### config.mk
export PLATFORM = sky130hd
export DESIGN_NAME = mem_access_ctrl_flat
export DESIGN_NICKNAME = d
export VERILOG_FILES = /design/src/rtl/mem_pkg.sv /design/src/rtl/mem_access_ctrl_if.sv /design/src/rtl/mem_lane_merge.sv /design/src/rtl/mem_access_ctrl.sv /design/src/flat_wrapper.sv
export SDC_FILE = /design/constraint.sdc
export NUM_CORES = 1
export LEC_CHECK = 0
export CAP_MARGIN = 20
export CELL_PAD_IN_SITES_DETAIL_PLACEMENT = 1
export CELL_PAD_IN_SITES_GLOBAL_PLACEMENT = 2
export CORE_MARGIN = 1
export CORE_UTILIZATION = 26
export CTS_CLUSTER_SIZE = 28
export DETAILED_ROUTE_END_ITERATION = 10
export GPL_ROUTABILITY_DRIVEN = 0
export PLACE_DENSITY_LB_ADDON = 0.1
export SLEW_MARGIN = 25
export SYNTH_ARGS = -nofsm -noshare
export SYNTH_HDL_FRONTEND = slang
export SYNTH_HIERARCHICAL = 1
export SYNTH_SLANG_ARGS = --single-unit
### constraint.sdc
create_clock -name clk -period 2.39 [get_ports clk]
set_clock_uncertainty 0.2 [all_clocks]
set_input_delay 0.478 -clock clk [delete_from_list [all_inputs] [get_ports clk]]
set_output_delay 0.478 -clock clk [all_outputs]
set_load 0.01 [all_outputs]
### src/rtl/mem_pkg.sv
// mem_pkg: shared access types, controller states and the alignment check.
package mem_pkg;

    typedef enum logic [1:0] {
        MEM_BYTE = 2'b00,
        MEM_HALF = 2'b01,
        MEM_WORD = 2'b10
    } mem_type_e;

    typedef enum logic [2:0] {
        IDLE,
        RD,
        WAIT,
        WR,
        RESP
    } mem_state_e;

    // Type 2'b11 is reserved and always rejected, whatever the offset.
    function automatic logic misaligned(input logic [1:0] t, input logic [1:0] off);
        return (t == 2'b11) || (t == MEM_HALF && off[0]) || (t == MEM_WORD && off != 2'b00);
    endfunction

endpackage

### src/rtl/mem_access_ctrl_if.sv
// mem_access_ctrl_if: pipeline request/response and data-RAM bus of the access controller.
interface mem_access_ctrl_if #(
    parameter int ADDR_WIDTH = 32,
    parameter int DATA_WIDTH = 32
) ();
    logic                  req_valid_i;
    logic                  req_ready_o;
    logic                  req_we_i;
    logic [1:0]            req_type_i;
    logic                  req_unsigned_i;
    logic [ADDR_WIDTH-1:0] req_addr_i;
    logic [DATA_WIDTH-1:0] req_wdata_i;
    logic                  resp_valid_o;
    logic [DATA_WIDTH-1:0] resp_rdata_o;
    logic                  resp_err_o;
    logic [ADDR_WIDTH-1:0] ram_addr_o;
    logic                  ram_re_o;
    logic                  ram_we_o;
    logic [DATA_WIDTH-1:0] ram_wdata_o;
    logic [DATA_WIDTH-1:0] ram_rdata_i;

    modport slave (
        input  req_valid_i, req_we_i, req_type_i, req_unsigned_i, req_addr_i, req_wdata_i, ram_rdata_i,
        output req_ready_o, resp_valid_o, resp_rdata_o, resp_err_o, ram_addr_o, ram_re_o, ram_we_o, ram_wdata_o
    );

    modport master (
        output req_valid_i, req_we_i, req_type_i, req_unsigned_i, req_addr_i, req_wdata_i, ram_rdata_i,
        input  req_ready_o, resp_valid_o, resp_rdata_o, resp_err_o, ram_addr_o, ram_re_o, ram_we_o, ram_wdata_o
    );
endinterface

### src/rtl/mem_lane_merge.sv
// mem_lane_merge: sub-word store merge into an old RAM word, and load lane extract/extend.
module mem_lane_merge
    import mem_pkg::*;
(
    input  logic [31:0] old_word,
    input  logic [31:0] wdata,
    input  mem_type_e   mtype,
    input  logic [1:0]  off,
    input  logic        is_unsigned,
    output logic [31:0] merged,
    output logic [31:0] load_data
);
    logic [4:0]  sh;
    logic [31:0] mask;
    logic [31:0] lane;

    assign sh   = (mtype == MEM_BYTE) ? {off, 3'b000} : (mtype == MEM_HALF) ? {off[1], 4'b0000} : 5'd0;
    assign mask = (mtype == MEM_BYTE) ? 32'h0000_00ff : (mtype == MEM_HALF) ? 32'h0000_ffff : 32'hffff_ffff;

    assign merged = (old_word & ~(mask << sh)) | ((wdata & mask) << sh);
    assign lane   = (old_word >> sh) & mask;

    assign load_data = (mtype == MEM_BYTE) ? {{24{~is_unsigned & lane[7]}}, lane[7:0]} :
                       (mtype == MEM_HALF) ? {{16{~is_unsigned & lane[15]}}, lane[15:0]} : lane;
endmodule

### src/rtl/mem_access_ctrl.sv
// mem_access_ctrl: sequences MEM-stage loads/stores onto a single-port sync-read RAM (RMW for sub-word stores).
// Define MEM_ACCESS_CTRL_PERF_EN to add load/store/error performance counters.
module mem_access_ctrl
    import mem_pkg::*;
#(
    parameter int ADDR_WIDTH = 32,
    parameter int DATA_WIDTH = 32
) (
    input logic             clk,
    input logic             rst,
    mem_access_ctrl_if.slave bus
`ifdef MEM_ACCESS_CTRL_PERF_EN
    ,
    output logic [31:0]     perf_loads_o,
    output logic [31:0]     perf_stores_o,
    output logic [31:0]     perf_errs_o
`endif
);
    mem_state_e            state, state_n;
    logic                  we_q;
    logic [1:0]            type_q;
    logic                  uns_q;
    logic                  err_q;
    logic [ADDR_WIDTH-1:0] addr_q;
    logic [DATA_WIDTH-1:0] wdata_q;
    logic [DATA_WIDTH-1:0] rdata_q;
    logic [DATA_WIDTH-1:0] merged;
    logic [DATA_WIDTH-1:0] load_data;
    logic                  accept;

    assign accept = bus.req_valid_i && state == IDLE;

    // Error and store paths never reach WAIT with type 2'b11, so the cast is safe.
    mem_lane_merge u_lane (
        .old_word    (bus.ram_rdata_i),
        .wdata       (wdata_q),
        .mtype       (mem_type_e'(type_q)),
        .off         (addr_q[1:0]),
        .is_unsigned (uns_q),
        .merged      (merged),
        .load_data   (load_data)
    );

    always_ff @(posedge clk) begin
        if (rst) begin
            state   <= IDLE;
            we_q    <= 1'b0;
            type_q  <= 2'b00;
            uns_q   <= 1'b0;
            err_q   <= 1'b0;
            addr_q  <= '0;
            wdata_q <= '0;
            rdata_q <= '0;
        end else begin
            state <= state_n;
            if (accept) begin
                we_q    <= bus.req_we_i;
                type_q  <= bus.req_type_i;
                uns_q   <= bus.req_unsigned_i;
                err_q   <= misaligned(bus.req_type_i, bus.req_addr_i[1:0]);
                addr_q  <= bus.req_addr_i;
                wdata_q <= bus.req_wdata_i;
                rdata_q <= '0;
            end
            if (state == WAIT) begin
                if (we_q) wdata_q <= merged;
                else      rdata_q <= load_data;
            end
        end
    end

    always_comb begin
        state_n          = state;
        bus.req_ready_o  = state == IDLE;
        bus.resp_valid_o = state == RESP;
        bus.resp_err_o   = state == RESP && err_q;
        bus.resp_rdata_o = (state == RESP) ? rdata_q : '0;
        bus.ram_addr_o   = {addr_q[ADDR_WIDTH-1:2], 2'b00};
        bus.ram_re_o     = !rst && state == RD;
        bus.ram_we_o     = !rst && state == WR;
        bus.ram_wdata_o  = (state == WR) ? wdata_q : '0;
        case (state)
            IDLE: if (accept)
                      state_n = misaligned(bus.req_type_i, bus.req_addr_i[1:0]) ? RESP :
                                (bus.req_we_i && bus.req_type_i == MEM_WORD) ? WR : RD;
            RD:      state_n = WAIT;
            WAIT:    state_n = we_q ? WR : RESP;
            WR:      state_n = RESP;
            RESP:    state_n = IDLE;
            default: state_n = IDLE;
        endcase
    end

`ifdef MEM_ACCESS_CTRL_PERF_EN
    always_ff @(posedge clk) begin
        if (rst) begin
            perf_loads_o  <= '0;
            perf_stores_o <= '0;
            perf_errs_o   <= '0;
        end else if (state == RESP) begin
            if (err_q)     perf_errs_o   <= perf_errs_o + 32'd1;
            else if (we_q) perf_stores_o <= perf_stores_o + 32'd1;
            else           perf_loads_o  <= perf_loads_o + 32'd1;
        end
    end
`endif
endmodule

### src/flat_wrapper.sv
// flat-port wrapper written by rule: the top's interface ports become plain ports
module mem_access_ctrl_flat import mem_pkg::*;
#(
    parameter int ADDR_WIDTH = 32,
    parameter int DATA_WIDTH = 32
)
  (clk, rst, bus_req_valid_i, bus_req_we_i, bus_req_type_i, bus_req_unsigned_i, bus_req_addr_i, bus_req_wdata_i, bus_ram_rdata_i, bus_req_ready_o, bus_resp_valid_o, bus_resp_rdata_o, bus_resp_err_o, bus_ram_addr_o, bus_ram_re_o, bus_ram_we_o, bus_ram_wdata_o);
  mem_access_ctrl_if #(.ADDR_WIDTH(ADDR_WIDTH), .DATA_WIDTH(DATA_WIDTH)) bus_i ();
  input logic clk;
  input logic rst;
  input wire logic [$bits(bus_i.req_valid_i)-1:0] bus_req_valid_i;
  input wire logic [$bits(bus_i.req_we_i)-1:0] bus_req_we_i;
  input wire logic [$bits(bus_i.req_type_i)-1:0] bus_req_type_i;
  input wire logic [$bits(bus_i.req_unsigned_i)-1:0] bus_req_unsigned_i;
  input wire logic [$bits(bus_i.req_addr_i)-1:0] bus_req_addr_i;
  input wire logic [$bits(bus_i.req_wdata_i)-1:0] bus_req_wdata_i;
  input wire logic [$bits(bus_i.ram_rdata_i)-1:0] bus_ram_rdata_i;
  output wire logic [$bits(bus_i.req_ready_o)-1:0] bus_req_ready_o;
  output wire logic [$bits(bus_i.resp_valid_o)-1:0] bus_resp_valid_o;
  output wire logic [$bits(bus_i.resp_rdata_o)-1:0] bus_resp_rdata_o;
  output wire logic [$bits(bus_i.resp_err_o)-1:0] bus_resp_err_o;
  output wire logic [$bits(bus_i.ram_addr_o)-1:0] bus_ram_addr_o;
  output wire logic [$bits(bus_i.ram_re_o)-1:0] bus_ram_re_o;
  output wire logic [$bits(bus_i.ram_we_o)-1:0] bus_ram_we_o;
  output wire logic [$bits(bus_i.ram_wdata_o)-1:0] bus_ram_wdata_o;
  assign bus_i.req_valid_i = bus_req_valid_i;
  assign bus_i.req_we_i = bus_req_we_i;
  assign bus_i.req_type_i = bus_req_type_i;
  assign bus_i.req_unsigned_i = bus_req_unsigned_i;
  assign bus_i.req_addr_i = bus_req_addr_i;
  assign bus_i.req_wdata_i = bus_req_wdata_i;
  assign bus_i.ram_rdata_i = bus_ram_rdata_i;
  assign bus_req_ready_o = bus_i.req_ready_o;
  assign bus_resp_valid_o = bus_i.resp_valid_o;
  assign bus_resp_rdata_o = bus_i.resp_rdata_o;
  assign bus_resp_err_o = bus_i.resp_err_o;
  assign bus_ram_addr_o = bus_i.ram_addr_o;
  assign bus_ram_re_o = bus_i.ram_re_o;
  assign bus_ram_we_o = bus_i.ram_we_o;
  assign bus_ram_wdata_o = bus_i.ram_wdata_o;
  mem_access_ctrl #(.ADDR_WIDTH(ADDR_WIDTH), .DATA_WIDTH(DATA_WIDTH)) u_core (.clk(clk), .rst(rst), .bus(bus_i));
endmodule
# Yosys cells after proc, flatten, opt, wreduce, memory -nomap -nowiden
# Cells that the tools add are included.
dict set report word_totals {
  mem_bits_ro 0
  word_cells 60
  ff_bits 104
  out_inout_bits 101
  inputBits 103
  n_memories 0
  latch_bits 0
  ram_bits 0
}
dict set report op_classes {
  n_shift 3
  mul 0
  div_mod_pow 0
  eq_ne 9
  reduce_logical 13
  n_bitwise 8
  add_sub_neg 0
  n_mux 19
  order_cmp 0
}
# cell count
set ops {}
lappend ops {{two-way mux 32 bit} 12}
lappend ops {{AND 32 bit} 3}
lappend ops {{<< shifter 32 x 5 -> 32 bit} 2}
lappend ops {{inverter 32 bit} 1}
lappend ops {{bitwise OR 32 bit} 1}
lappend ops {{right shift 32 x 5 -> 32 bit} 1}
lappend ops {{one-hot mux 3 bit (4 select lines)} 1}
lappend ops {{two-way mux 5 bit} 2}
lappend ops {{two-way mux 3 bit} 3}
lappend ops {{logical AND 1 bit} 7}
lappend ops {{equality test 3 x 2 -> 1 bit (second input constant)} 2}
lappend ops {{equality test 2 x 1 -> 1 bit (second input constant)} 2}
lappend ops {{equality test 2 bit (second input constant)} 2}
lappend ops {{equality test 3 x 1 -> 1 bit (second input constant)} 1}
lappend ops {{equality test 3 bit (second input constant)} 1}
lappend ops {{zero test 3 bit} 1}
lappend ops {{AND 1 bit} 2}
lappend ops {{zero test 2 bit} 1}
lappend ops {{logical OR 1 bit} 2}
lappend ops {{two-way mux 2 bit} 1}
lappend ops {{inequality test 2 x 1 -> 1 bit (second input constant)} 1}
lappend ops {{nonzero test 2 bit} 1}
lappend ops {{zero test 1 bit} 1}
lappend ops {{inverter 1 bit} 1}

# Longest topological paths before layout
dict set report depth {
  ltp_word 10
  depth_mapped 8
  depth_no_buf 6
}

# By module
# The synthesis kept the hierarchy.
# mod seq_area_each_um2 area_per_inst_um2 n_inst cells_per_inst
set by_module_without_submodules {}
lappend by_module_without_submodules {mem_access_ctrl 2082.0 4720.8 1 616}
lappend by_module_without_submodules {mem_lane_merge 0.0 1557.7 1 194}

# Least setup slack after synthesis
# No wires, ideal clock.
dict set report synth_path {
  path_kind {reg-to-output}
  start {register u_core.state[2]}
  end {output port bus_resp_rdata_o[22]}
  t_required_ns 1.712
  path_stages_with_launch 5
  setup_slack_ns 0.295
  n_path_buf 2
  arrival_time_ns 1.417
  cell_sequence {dfxtp_1 buf_2 nor3b_1 clkbuf_1 and2_1}
}
dict set report synth_between {
  elab_chain_len 2
}
# element line
set synth_rtl {}
lappend synth_rtl {{from (decl)} mem_access_ctrl.sv:19} ;# mem_state_e state, state_n;
lappend synth_rtl {{from (signal assigned)} mem_access_ctrl.sv:55} ;# state <= state_n;
lappend synth_rtl {{equality test 3 bit} -}
lappend synth_rtl {{net bus_resp_valid_o} flat_wrapper.sv:19} ;# output wire logic [$bits(bus_i.resp_valid_o)-1:0] bus_resp_valid_o;
lappend synth_rtl {{two-way mux 32 bit} mem_access_ctrl.sv:77} ;# bus.resp_rdata_o = (state == RESP) ? rdata_q : '0;
lappend synth_rtl {{to (decl)} flat_wrapper.sv:20} ;# output wire logic [$bits(bus_i.resp_rdata_o)-1:0] bus_resp_rdata_o;
# The timed path passes the listed nets, and every way through them passes these cells.

# Worst setup path after layout
dict set report layout_path {
  start {register u_core.state[1]}
  end {output port bus_resp_rdata_o[10]}
}
dict set report layout_between {
  elab_chain_len 2
}
# element line
set layout_rtl {}
lappend layout_rtl {{equality test 3 bit} mem_access_ctrl.sv:77}
lappend layout_rtl {{two-way mux 32 bit} mem_access_ctrl.sv:77}
# Every way passes these cells.

==> impl_metrics.json <==
{
  "synth-edff-count": 0,
  "netlist-cell-type-count": 53,
  "fmax_mhz": 430.4,
  "final_util_pct": 37.05,
  "setup_viol": 0,
  "core_um2": 23540,
  "synth.avg_cell_area_um2": 7.751,
  "drive_above_1_share_pct": 12.15,
  "grt_pass1_vias": 6538,
  "die-height_um": 157.4,
  "final.period_utilization_pct": 97.22,
  "power_density_nw_per_um2": 522.0,
  "crit_arrival_ns": 1.65,
  "rsz0062_at_grt": "yes",
  "cp-start-kind": "register",
  "ys_ff_latch": 104,
  "crit_fanout": 17,
  "dieArea_um2": 24770,
  "mostFrequentLayoutCells": "195 x nand2_1, 131 x clkdlybuf4s50_1, 100 x dfxtp_1",
  "leakagePower_uw": 0.003556,
  "avgRoutedWirePerCell_um": 19.16,
  "hold_path.class": "in2reg",
  "firstDrtPassIters": 5,
  "status": "completed",
  "drc": 0,
  "row_count": 56,
  "hold_viol": 0,
  "grt.overflow.total": 0,
  "cts.path.max_buffers": 2,
  "endpoint_kind": "output port",
  "worst_pin_slew_ns": 0.7103,
  "nets": 1061,
  "slew_headroom_pct": 52.65,
  "antenna_cells": 0,
  "maxCapViolCount": 0,
  "cts_root_buffer": "clkbuf_16",
  "synthArstFlopShare_pct": 0,
  "synth_top_family_by_area": "simple AND/OR/NAND/NOR gates",
  "track_usage_pct": 19.85,
  "ios": 204,
  "grt_max_degree": 70,
  "critPathKind": "reg2out",
  "cts_tree": "done",
  "synth_compound_area_share_pct": 17.66,
  "die_w_um": 157.4,
  "layout_commonest_cell": "nand2_1",
  "num_vias": 6311,
  "viasPerCell": 4.923,
  "syn_area_um2": 6279,
  "clock-sinks": 104,
  "area_growth_pct": 38.94,
  "min_path_cells": 2,
  "cp.required_ns": 1.71,
  "clk_latency_ns": 0.35,
  "hold_buffers": 0,
  "cts_htree_levels": 3,
  "ant_nets": 0,
  "start_util_pct": 26.67,
  "peakVddDrop_mv": 0.4088,
  "clkTransAtPathRegs_ns": 0.08,
  "antenna_found_initial": 1,
  "ys.flop_type": "dfxtp_1",
  "synthAdderAreaFrac_pct": 0,
  "hold_slack_ns": 0.1318,
  "cts_made_buffers": 9,
  "syn_inst": 810,
  "synth_xor_area_share_pct": 0,
  "grt_pass1_wl_um": 37290,
  "period_minus_slack_ns": 2.323,
  "yosys_warnings": 6,
  "synth_simple_gate_area_share_pct": 33.00,
  "reg2reg_depth": 8,
  "timing.setup.tns_ns": 0,
  "place_hpwl_um": 17720,
  "drv_slew": 0,
  "ys_seq_area_share_pct": 33.16,
  "portBuffers": 201,
  "drt_wl_total_um": 24560,
  "initialDrtViolationCount": 206,
  "synth_mux_area_share_pct": 5.620
}
## worst max-delay path: stages (launching register included)
cell and delay, ns:
dfxtp_4 0.37, nor3b_4 0.22, buf_6 0.15, clkbuf_16 0.16
and2_1 0.12, dlygate4sd2_1 0.26
## synthesized netlist by cell type (2+ instances only)
cell / instances / area (µm²)
nand2_1: 195 / 732.0
dfxtp_1: 104 / 2082
a21oi_1: 86 / 430.4
and2_1: 66 / 412.9
nor2_1: 45 / 168.9
buf_4: 37 / 277.8
nand3_1: 35 / 175.2
buf_2: 34 / 170.2
a311oi_1: 32 / 280.3
clkbuf_1: 27 / 101.4
a31oi_1: 17 / 106.4
o21ai_0: 17 / 85.08
nand3_2: 15 / 150.1
mux2i_1: 9 / 90.09
a221o_1: 8 / 80.08
mux2_2: 8 / 90.09
o21a_1: 8 / 60.06
and4b_1: 7 / 70.07
mux4_2: 7 / 157.7
buf_6: 6 / 67.56
nand4_2: 5 / 62.56
nor3_1: 4 / 20.02
a21o_1: 2 / 15.01
nand2b_1: 2 / 12.51
nand4_1: 2 / 12.51
nand4b_1: 2 / 17.52
nor2_4: 2 / 22.52
nor4b_4: 2 / 47.55
or3_1: 2 / 12.51
## cell families (layout without fill, tap and decap cells)
kind of cell,count (synthesis),in the layout
AO/OA/AOI/OAI,175,175
other,1,2
flip-flops,104,104
multiplexers,25,25
AND/OR/NAND/NOR,397,397
buffers and inverters,108,260
## final cells by class
class | instances | area (µm²)
Tap cell | 319 | 399.1
Clock inverter | 6 | 43.79
Timing Repair Buffer | 243 | 2382
Clock buffer | 10 | 229.0
Sequential cell | 104 | 2090
Multi-Input combinational cell | 599 | 3576
Fill cell | 2872 | 14820
Inverter | 1 | 3.754
## sequential cells by signal (all words and copies together), names as in the netlist
signal / cells
u_core/we_q: 1
u_core/wdata_q: 32
u_core/err_q: 1
u_core/addr_q: 32
u_core/uns_q: 1
u_core/state: 3
u_core/type_q: 2
u_core/rdata_q: 32
## routing by layer
layer	global-route usage, %	vias to the layer above	part of all wire [%]
li1	-	3060	-
met1	25.13	3049	44
met2	33.90	175	48
met3	3.744	25	6.1
met4	5.964	2	1.5
met5	0	-	0.045
## per-stage QoR
stage	worst slack, ns	total power, µW	area [µm²]	cells
2_1_floorplan	0.2949	2644	6282	811
3_3_place_gp	-0.01772	3103	8448	1263
3_5_place_dp	-0.06832	3134	8448	1263
4_1_cts	-0.1851	4606	8657	1279
5_1_grt	-0.03281	4795	8723	1282
6_report	0.06653	4554	8723	1282
## final timing paths
path	from	end	slack, ns
worst max-delay path	u_core/state[1]$_SDFFE_PP0P_	bus_resp_rdata_o[10]	0.07
worst min-delay path	rst	u_core/err_q$_SDFFE_PP0P_	0.13
worst max register to register	u_core/addr_q[1]$_SDFFE_PP0P_	u_core/rdata_q[13]$_SDFF_PP0_	0.25
worst min register to register	u_core/addr_q[11]$_SDFFE_PP0P_	u_core/addr_q[11]$_SDFFE_PP0P_	0.26
## report_power, final
part	total [µW]	internal, µW	switching (µW)
Clock	1450	716	739
Sequential	1920	1830	85.2
Combinational	1180	558	624
## timing repair
action                                  CTS  global route
gates cloned                              0             1
resized for setup                        74            16
pin swaps                                 0             1
endpoints found under the setup margin   69             3
setup buffers                             0             2
(Power assumes the default switching activity.)
